File: src/rtl/display_banco_7seg_if.sv
// display_banco_7seg_if
//   Groups the register-bank read/write signals consumed by the display
//   driver together with the multiplexed display outputs it produces.
//   Signals:
//     addrRa, datOutRa  - bank read port A address (3b) / data (4b)
//     addrRb, datOutRb  - bank read port B address (3b) / data (4b)
//     RegWrite          - bank write enable (shown on decimal points)
//     sseg              - segments {g,f,e,d,c,b,a}, active-low
//     dp                - decimal point, active-low
//     an                - digit anodes, active-low one-hot
//     digit             - index of the digit currently driven
//   Modports:
//     master - bank side / observer: drives bank signals, reads display
//     slave  - display driver: reads bank signals, drives display
interface display_banco_7seg_if;
    logic [2:0] addrRa;
    logic [3:0] datOutRa;
    logic [2:0] addrRb;
    logic [3:0] datOutRb;
    logic       RegWrite;
    logic [6:0] sseg;
    logic       dp;
    logic [3:0] an;
    logic [1:0] digit;

    modport master (
        output addrRa, datOutRa, addrRb, datOutRb, RegWrite,
        input  sseg, dp, an, digit
    );

    modport slave (
        input  addrRa, datOutRa, addrRb, datOutRb, RegWrite,
        output sseg, dp, an, digit
    );
endinterface

File: src/rtl/display_banco_7seg.sv
// display_banco_7seg
//   Multiplexed 4-digit seven-segment driver for the 8x4 register bank.
//   Each frame (4*REFRESH_DIV cycles) shows, in hex:
//     digit0 = datOutRb, digit1 = addrRb, digit2 = datOutRa, digit3 = addrRa
//   Bank inputs are snapshotted once per frame so digits never tear.
//   Ports:
//     clk  - system clock, rising edge
//     rst  - synchronous active-high reset (blanks the display)
//     bus  - display_banco_7seg_if.slave (bank inputs, display outputs)
//   Parameter:
//     REFRESH_DIV - cycles each digit stays lit (>= 1)
module display_banco_7seg #(
    parameter int REFRESH_DIV = 50000
) (
    input  logic                 clk,
    input  logic                 rst,
    display_banco_7seg_if.slave  bus
);

    localparam int              CW      = (REFRESH_DIV > 1) ? $clog2(REFRESH_DIV) : 1;
    localparam logic [CW-1:0]   CNT_MAX = CW'(REFRESH_DIV - 1);

    typedef enum logic [1:0] {
        SLOT0 = 2'd0,
        SLOT1 = 2'd1,
        SLOT2 = 2'd2,
        SLOT3 = 2'd3
    } slot_e;

    logic [CW-1:0] cnt_q, cnt_d;
    slot_e         slot_q, slot_d;

    logic [2:0]    ra_q, ra_d;
    logic [3:0]    da_q, da_d;
    logic [2:0]    rb_q, rb_d;
    logic [3:0]    db_q, db_d;
    logic          rw_q, rw_d;

    logic [3:0]    an_q, an_d;
    logic [6:0]    sseg_q, sseg_d;
    logic          dp_q, dp_d;
    logic [1:0]    digit_q, digit_d;

    logic          wrap;
    logic          capture;
    logic [3:0]    nibble;

    function automatic logic [6:0] hex7(input logic [3:0] v);
        logic [6:0] s;
        s = 7'h7F;
        case (v)
            4'h0: s = 7'h40;
            4'h1: s = 7'h79;
            4'h2: s = 7'h24;
            4'h3: s = 7'h30;
            4'h4: s = 7'h19;
            4'h5: s = 7'h12;
            4'h6: s = 7'h02;
            4'h7: s = 7'h78;
            4'h8: s = 7'h00;
            4'h9: s = 7'h10;
            4'hA: s = 7'h08;
            4'hB: s = 7'h03;
            4'hC: s = 7'h46;
            4'hD: s = 7'h21;
            4'hE: s = 7'h06;
            4'hF: s = 7'h0E;
            default: s = 7'h7F;
        endcase
        return s;
    endfunction

    always_comb begin
        wrap    = (cnt_q == CNT_MAX);
        cnt_d   = wrap ? '0 : cnt_q + CW'(1);
        slot_d  = slot_q;
        if (wrap) begin
            case (slot_q)
                SLOT0:   slot_d = SLOT1;
                SLOT1:   slot_d = SLOT2;
                SLOT2:   slot_d = SLOT3;
                SLOT3:   slot_d = SLOT0;
                default: slot_d = SLOT0;
            endcase
        end

        // Snapshot at end of frame; the new frame's slot0 already sees it.
        capture = wrap && (slot_q == SLOT3);
        ra_d = capture ? bus.addrRa   : ra_q;
        da_d = capture ? bus.datOutRa : da_q;
        rb_d = capture ? bus.addrRb   : rb_q;
        db_d = capture ? bus.datOutRb : db_q;
        rw_d = capture ? bus.RegWrite : rw_q;

        nibble = '0;
        an_d   = '1;
        dp_d   = 1'b1;
        case (slot_q)
            SLOT0: begin an_d = 4'b1110; nibble = db_q;         end
            SLOT1: begin an_d = 4'b1101; nibble = {1'b0, rb_q}; dp_d = ~rw_q; end
            SLOT2: begin an_d = 4'b1011; nibble = da_q;         end
            SLOT3: begin an_d = 4'b0111; nibble = {1'b0, ra_q}; dp_d = ~rw_q; end
            default: begin an_d = '1; nibble = '0; end
        endcase
        sseg_d  = hex7(nibble);
        digit_d = slot_q;
    end

    always_ff @(posedge clk) begin
        if (rst) begin
            cnt_q   <= '0;
            slot_q  <= SLOT0;
            ra_q    <= '0;
            da_q    <= '0;
            rb_q    <= '0;
            db_q    <= '0;
            rw_q    <= 1'b0;
            an_q    <= '1;
            sseg_q  <= '1;
            dp_q    <= 1'b1;
            digit_q <= '0;
        end else begin
            cnt_q   <= cnt_d;
            slot_q  <= slot_d;
            ra_q    <= ra_d;
            da_q    <= da_d;
            rb_q    <= rb_d;
            db_q    <= db_d;
            rw_q    <= rw_d;
            an_q    <= an_d;
            sseg_q  <= sseg_d;
            dp_q    <= dp_d;
            digit_q <= digit_d;
        end
    end

    assign bus.an    = an_q;
    assign bus.sseg  = sseg_q;
    assign bus.dp    = dp_q;
    assign bus.digit = digit_q;

endmodule

File: src/flat_wrapper.sv
// flat-port wrapper written by rule: the top's interface ports become plain ports
module display_banco_7seg_flat 
#(
    parameter int REFRESH_DIV = 50000
)
  (clk, rst, bus_addrRa, bus_datOutRa, bus_addrRb, bus_datOutRb, bus_RegWrite, bus_sseg, bus_dp, bus_an, bus_digit);
  display_banco_7seg_if bus_i ();
  input  logic clk;
  input  logic rst;
  input wire logic [$bits(bus_i.addrRa)-1:0] bus_addrRa;
  input wire logic [$bits(bus_i.datOutRa)-1:0] bus_datOutRa;
  input wire logic [$bits(bus_i.addrRb)-1:0] bus_addrRb;
  input wire logic [$bits(bus_i.datOutRb)-1:0] bus_datOutRb;
  input wire logic [$bits(bus_i.RegWrite)-1:0] bus_RegWrite;
  output wire logic [$bits(bus_i.sseg)-1:0] bus_sseg;
  output wire logic [$bits(bus_i.dp)-1:0] bus_dp;
  output wire logic [$bits(bus_i.an)-1:0] bus_an;
  output wire logic [$bits(bus_i.digit)-1:0] bus_digit;
  assign bus_i.addrRa = bus_addrRa;
  assign bus_i.datOutRa = bus_datOutRa;
  assign bus_i.addrRb = bus_addrRb;
  assign bus_i.datOutRb = bus_datOutRb;
  assign bus_i.RegWrite = bus_RegWrite;
  assign bus_sseg = bus_i.sseg;
  assign bus_dp = bus_i.dp;
  assign bus_an = bus_i.an;
  assign bus_digit = bus_i.digit;
  display_banco_7seg #(.REFRESH_DIV(REFRESH_DIV)) u_core (.clk(clk), .rst(rst), .bus(bus_i));
endmodule
File: config.mk
export PLATFORM = sky130hd
export DESIGN_NAME = display_banco_7seg_flat
export DESIGN_NICKNAME = d
export VERILOG_FILES = /design/src/rtl/display_banco_7seg_if.sv /design/src/rtl/display_banco_7seg.sv /design/src/flat_wrapper.sv
export SDC_FILE = /design/constraint.sdc
export NUM_CORES = 1
export LEC_CHECK = 0
export ABC_AREA = 1
export CAP_MARGIN = 20
export CELL_PAD_IN_SITES_DETAIL_PLACEMENT = 1
export CELL_PAD_IN_SITES_GLOBAL_PLACEMENT = 1
export CORE_MARGIN = 2
export CORE_UTILIZATION = 35
export CTS_BUF_LIST = sky130_fd_sc_hd__clkbuf_4
export CTS_CLUSTER_DIAMETER = 80
export DETAILED_ROUTE_END_ITERATION = 16
export HOLD_SLACK_MARGIN = 0.03
export PLACE_DENSITY = 0.81
export SYNTH_ARGS = -nofsm -noshare
export SYNTH_HDL_FRONTEND = slang
export SYNTH_SLANG_ARGS = --single-unit
File: constraint.sdc
create_clock -name clk -period 5.6 [get_ports clk]
set_input_delay 1.68 -clock clk [delete_from_list [all_inputs] [get_ports clk]]
set_output_delay 1.68 -clock clk [all_outputs]
set_load 0.01 [all_outputs]
## Word level (Yosys, flattened, before mapping)

Memories as Yosys holds them, arrays and structs flattened. A register that Yosys moved wholly into a read port is not among the register bits.
Index checks and enable logic that the tools add are counted.

- Input port bits: 17
- ROM bits: 112
- Logic and storage cells: 26
- Bits in registers: 40
- Memories: 1

Memories:

| name | depth | bits a word | rd ports | clocked after Yosys merged registers in | write ports | line | source |
|---|---|---|---|---|---|---|---|
| (name not given) | 16 | 7 | 1 | 1 | 0 | display_banco_7seg.sv:51 | `case (v)` |

- Eq/ne operators: 4
- Muxes and demuxes: 3
- Bitwise gates (word level): 2
- Reductions and logical operators: 5
- $add $sub $neg: 1

Operators by type and width:

| operator | number |
|---|---|
| 4-bit case mux with 4 select lines | 2 |
| 16-bit by 1-bit adder with 16-bit output, second input constant | 1 |
| 16-bit equality test, second input constant | 1 |
| 2-bit case mux with 4 select lines | 1 |
| 2-bit OR reduction | 3 |
| 2-bit equality test, second input constant | 2 |
| 2-bit by 1-bit equality test with 1-bit output, second input constant | 1 |
| 2-bit logical NOT | 1 |
| 1-bit NOT | 2 |
| 1-bit logical AND | 1 |

## Logic depth before layout (Yosys ltp)

- Depth in word-level cells: 4
- Depth in mapped cells: 15

## Worst setup path after synthesis

No wires, ideal clock.

- Path kind: input to register
- From: in rst
- To: reg u_core.cnt_q[9]
- Slack: 3.288 ns
- Data required time: 5.485 ns
- Data arrival time: 2.197 ns
- Path buffers: 1
- Library setup time: 0.115 ns
- Stages on the path: 4
- Cells stage by stage: clkinv_1 -> nand2_4 -> buf_6 -> nor2_1

- Longest elaborated chain between the ends: 1

Ends and longest elaborated chain:

| what | line | source |
|---|---|---|
| start, declared | flat_wrapper.sv:9 | `input logic rst;` |
| 2-bit OR reduction (no source line) | n/a |  |
| end signal, assigned | display_banco_7seg.sv:123 | `cnt_q <= cnt_d;` |
| end, declared | display_banco_7seg.sv:30 | `logic [CW-1:0] cnt_q, cnt_d;` |

No other way between the ends.
A chain may end at the register's enable or synchronous reset.

## Final worst setup path

Ends and elaborated chain as after synthesis.

==> impl_metrics.yaml <==
status:
  outcome: "finished, final reports clean"
route:
  wire_per_inst_um: 12.62
  vias_per_cell: 4.924
  wl_um: 5150
  drc: 0
  vias: 2009
  drt-initial-drc-count: 42
  antenna_left: 0
  drtPass1Iterations: 4
setup_path:
  critical_path_arrival_ns: 3.71
  r2r-start: "u_core.digit_d[0]"
  criticalPathCategory: "in -> reg"
  reg2reg_depth: 14
  worst_ep_required_time_ns: 5.86
  endpoint_kind: "flop"
  crit_path_end: "u_core.cnt_q[9]"
  r2r_end: "u_core.bus.sseg[3]"
  critPathLaunchType: "input port"
  cp_slowest_stage_delay_ns: 1.03
  critPathLaunch: "rst"
  crit_path_top_delay_cell: "clkdlybuf4s50_1"
  reg2reg_slack_ns: 3.06
  crit_fanout: 22
  path_cells: "clkdlybuf4s50_1 -> clkinv_1 -> nand2_4 -> nor2_1"
cts:
  cts_hold_buf: 0
  htreeDepth: 2
  post-cts-setup-buffers: 0
  clkLatencyLatePin_ns: 0.36
  cts_buffers: 5
  clkSinkCount: 47
  clk_pin_slew_ns: 0.13
  clockBufferDepth: 2
  clock-root-buffer: "clkbuf_4"
  post_cts_resize_count: 0
  tritoncts: "built"
logic_synthesis:
  synth_area_um2: 2313
  synth-simple-area-share_pct: 36.72
  ys_ff_latch: 47
  synthMuxAreaShare_pct: 0
  synth_nets: 330
  yosysTopAreaCellShare_pct: 40.67
  synth_area_leaders: "dfxtp_1 41%, nand2_1 14%, ha_1 5.9%, a21oi_1 5.4%, nand4_1 5.1%"
  yosysWarnings: 0
  synth.largest_area_cell: "dfxtp_1"
  synth_compound_area_share_pct: 7.355
  postSynthCellCount: 302
  synth_fa_ha_area_share_pct: 5.949
  synth_top_family_by_area: "simple AND/OR/NAND/NOR gates"
  synth_cell_types: 34
  synth_xor_area_share_pct: 2.271
  syn_avg_cell_area_um2: 7.660
  ys_seq_area_share_pct: 40.67
die:
  io_pins: 31
  die_w_um: 85.30
  die_height_um: 85.30
  core-area_um2: 6386
  fp-row-count: 29
  dieArea_um2: 7276
  start_util_pct: 36.23
sta:
  finalCriticalPeriod_ns: 3.454
  rsz0062_at_grt: "false"
  worst_slew_pin_slew_ns: 0.8628
  fin_worst_skew_ns: 0.01116
  slew_headroom_pct: 42.30
  hold_viol_final: 0
  fmax_ghz: 0.2895
  final-setup-viol-count: 0
  setup_ws_ns: 2.146
  finalSetupTns_ns: 0
  finalCritPeriodShare_pct: 61.67
  slew_viol_final: 0
global_routing:
  antenna_found_initial: 0
  grt_pass1_wl_um: 9273
  grt_max_degree: 23
  grt_use_total_pct: 15.53
  overflow: 0
  grt_pass1_vias: 2043
placed_design:
  place_area_um2: 2645
  post-place-ws_ns: 1.683
  dpl.hpwl_um: 3968
  dpl.cell_count: 401
  portBuffers: 30
  gp_congestion: 0.7961
cells_and_area:
  fin_area_um2: 2691
  drive_gt1_share_pct: 9.063
  n_antenna_cell: 0
  area_growth_pct: 16.33
  multi_input_area_um2: 1210
  seq_area_um2: 940.9
  finalNonFillerCells: 408
  most-common-layout-cells: "84 x nand2_1, 47 x dfxtp_1, 30 x nor2_1, 30 x clkdlybuf4s50_1, 25 x a21oi_1"
  layout_commonest_cell: "nand2_1"
  nFillCells: 808
  finish.net_count: 359
power:
  cellPowerDensity_nw_per_um2: 194.2
  clock_power_share_pct: 29.0
  p_comb_share_pct: 5.8
  irDropWorstVdd_uv: 75.74
  netSwitchingPower_uw: 121.8
  pwr-share-seq_pct: 65.2
  p_leak_uw: 0.001057
  p_sw_share_pct: 23.30
  p_int_uw: 400.9
flow_run:
  maxCapViolCount: 0
hold_path:
  hold_class: "reg -> reg"
## layout make-up
cell class,instances,share of cell area (%)
Clock inverter,2,0.3254
Multi-Input combinational cell,221,44.96
Timing Repair Buffer,30,11.16
Inverter,26,3.626
Tap cell,77,3.580
Sequential cell,47,34.96
Clock buffer,5,1.395
## critical path: cells and delay by family
kind / cells / cell delay [ns]
buffers and inverters: 2 / 1.61
and+or+nand+nor: 2 / 0.41
## power groups by stage
stage                     Sequential (uW)  Clock [uW]  Combinational (uW)
after floorplan                       350           0                10.5
after detailed placement              349           0                30.8
final                                 341         151                30.3
after CTS                             341         158                30.9
after global placement                349           0                30.0
after global routing                  342         171                33.4
## per-stage QoR
stage                     total power (uW)  util, %  hold WS [ns]
final                                522.7    42.14        0.4108
after global routing                 546.3    42.14        0.4348
after CTS                            530.2    42.14        0.4133
after detailed placement             379.5    41.42        0.3866
after global placement               378.6    41.42        0.3856
after floorplan                      360.2        -        0.3651
## registers in the layout, summed over array words and instances, names as in the netlist
signal	count
u_core.cnt_q	16
u_core.bus.sseg	7
u_core.bus.an	4
u_core.da_q	4
u_core.db_q	4
u_core.ra_q	3
u_core.rb_q	3
u_core.bus.digit	2
u_core.digit_d	2
u_core.bus.dp	1
u_core.rw_q	1
## Yosys cell counts
| master | instances |
|---|---|
| nand3_1 | 14 |
| or2_1 | 2 |
| nor3b_1 | 1 |
| nor2_1 | 30 |
| o21ai_1 | 1 |
| o211ai_1 | 2 |
| buf_4 | 1 |
| xor2_1 | 5 |
| xnor2_1 | 1 |
| nand3_2 | 1 |
| nand2_1 | 84 |
| o21ai_0 | 2 |
| a31oi_1 | 1 |
| nor3_1 | 2 |
| inv_2 | 4 |
| buf_2 | 1 |
| a31o_2 | 1 |
| nand2_4 | 3 |
| nor2_2 | 3 |
| or2_2 | 1 |
| nand4_1 | 19 |
| clkbuf_1 | 2 |
| ha_1 | 11 |
| nand3_4 | 2 |
| or2_0 | 1 |
| nor3_2 | 1 |
| nor2_8 | 2 |
| clkinv_1 | 1 |
| buf_6 | 4 |
| nand2_2 | 5 |
| nor2_4 | 1 |
| inv_1 | 21 |
| a21oi_1 | 25 |
| dfxtp_1 | 47 |
## worst min-delay path by stage
stage	endpoint	start	slack, ns	depth (start not counted)
global route	u_core.bus.dp	u_core.rw_q	0.43	1
detailed placement	u_core.bus.dp	u_core.rw_q	0.39	1
CTS	u_core.bus.dp	u_core.rw_q	0.41	1
floorplan	u_core.bus.dp	u_core.rw_q	0.37	1
global placement	u_core.bus.dp	u_core.rw_q	0.39	1
finish	u_core.bus.dp	u_core.rw_q	0.41	1
## cell families after synthesis
family | Yosys count
simple gates | 172
flops | 47
buf+inv | 34
compound gates | 32
fa+ha+maj | 11
xor+xnor | 6
## routing by layer
metal	GRT usage (%)	up-vias	wire [um]
met5	0	-	0
met4	4.762	0	71
met3	2.918	5	132
met2	27.13	25	2543
met1	19.32	944	2402
li1	-	1035	-
No activity file was read; power rests on OpenSTA's default activity.
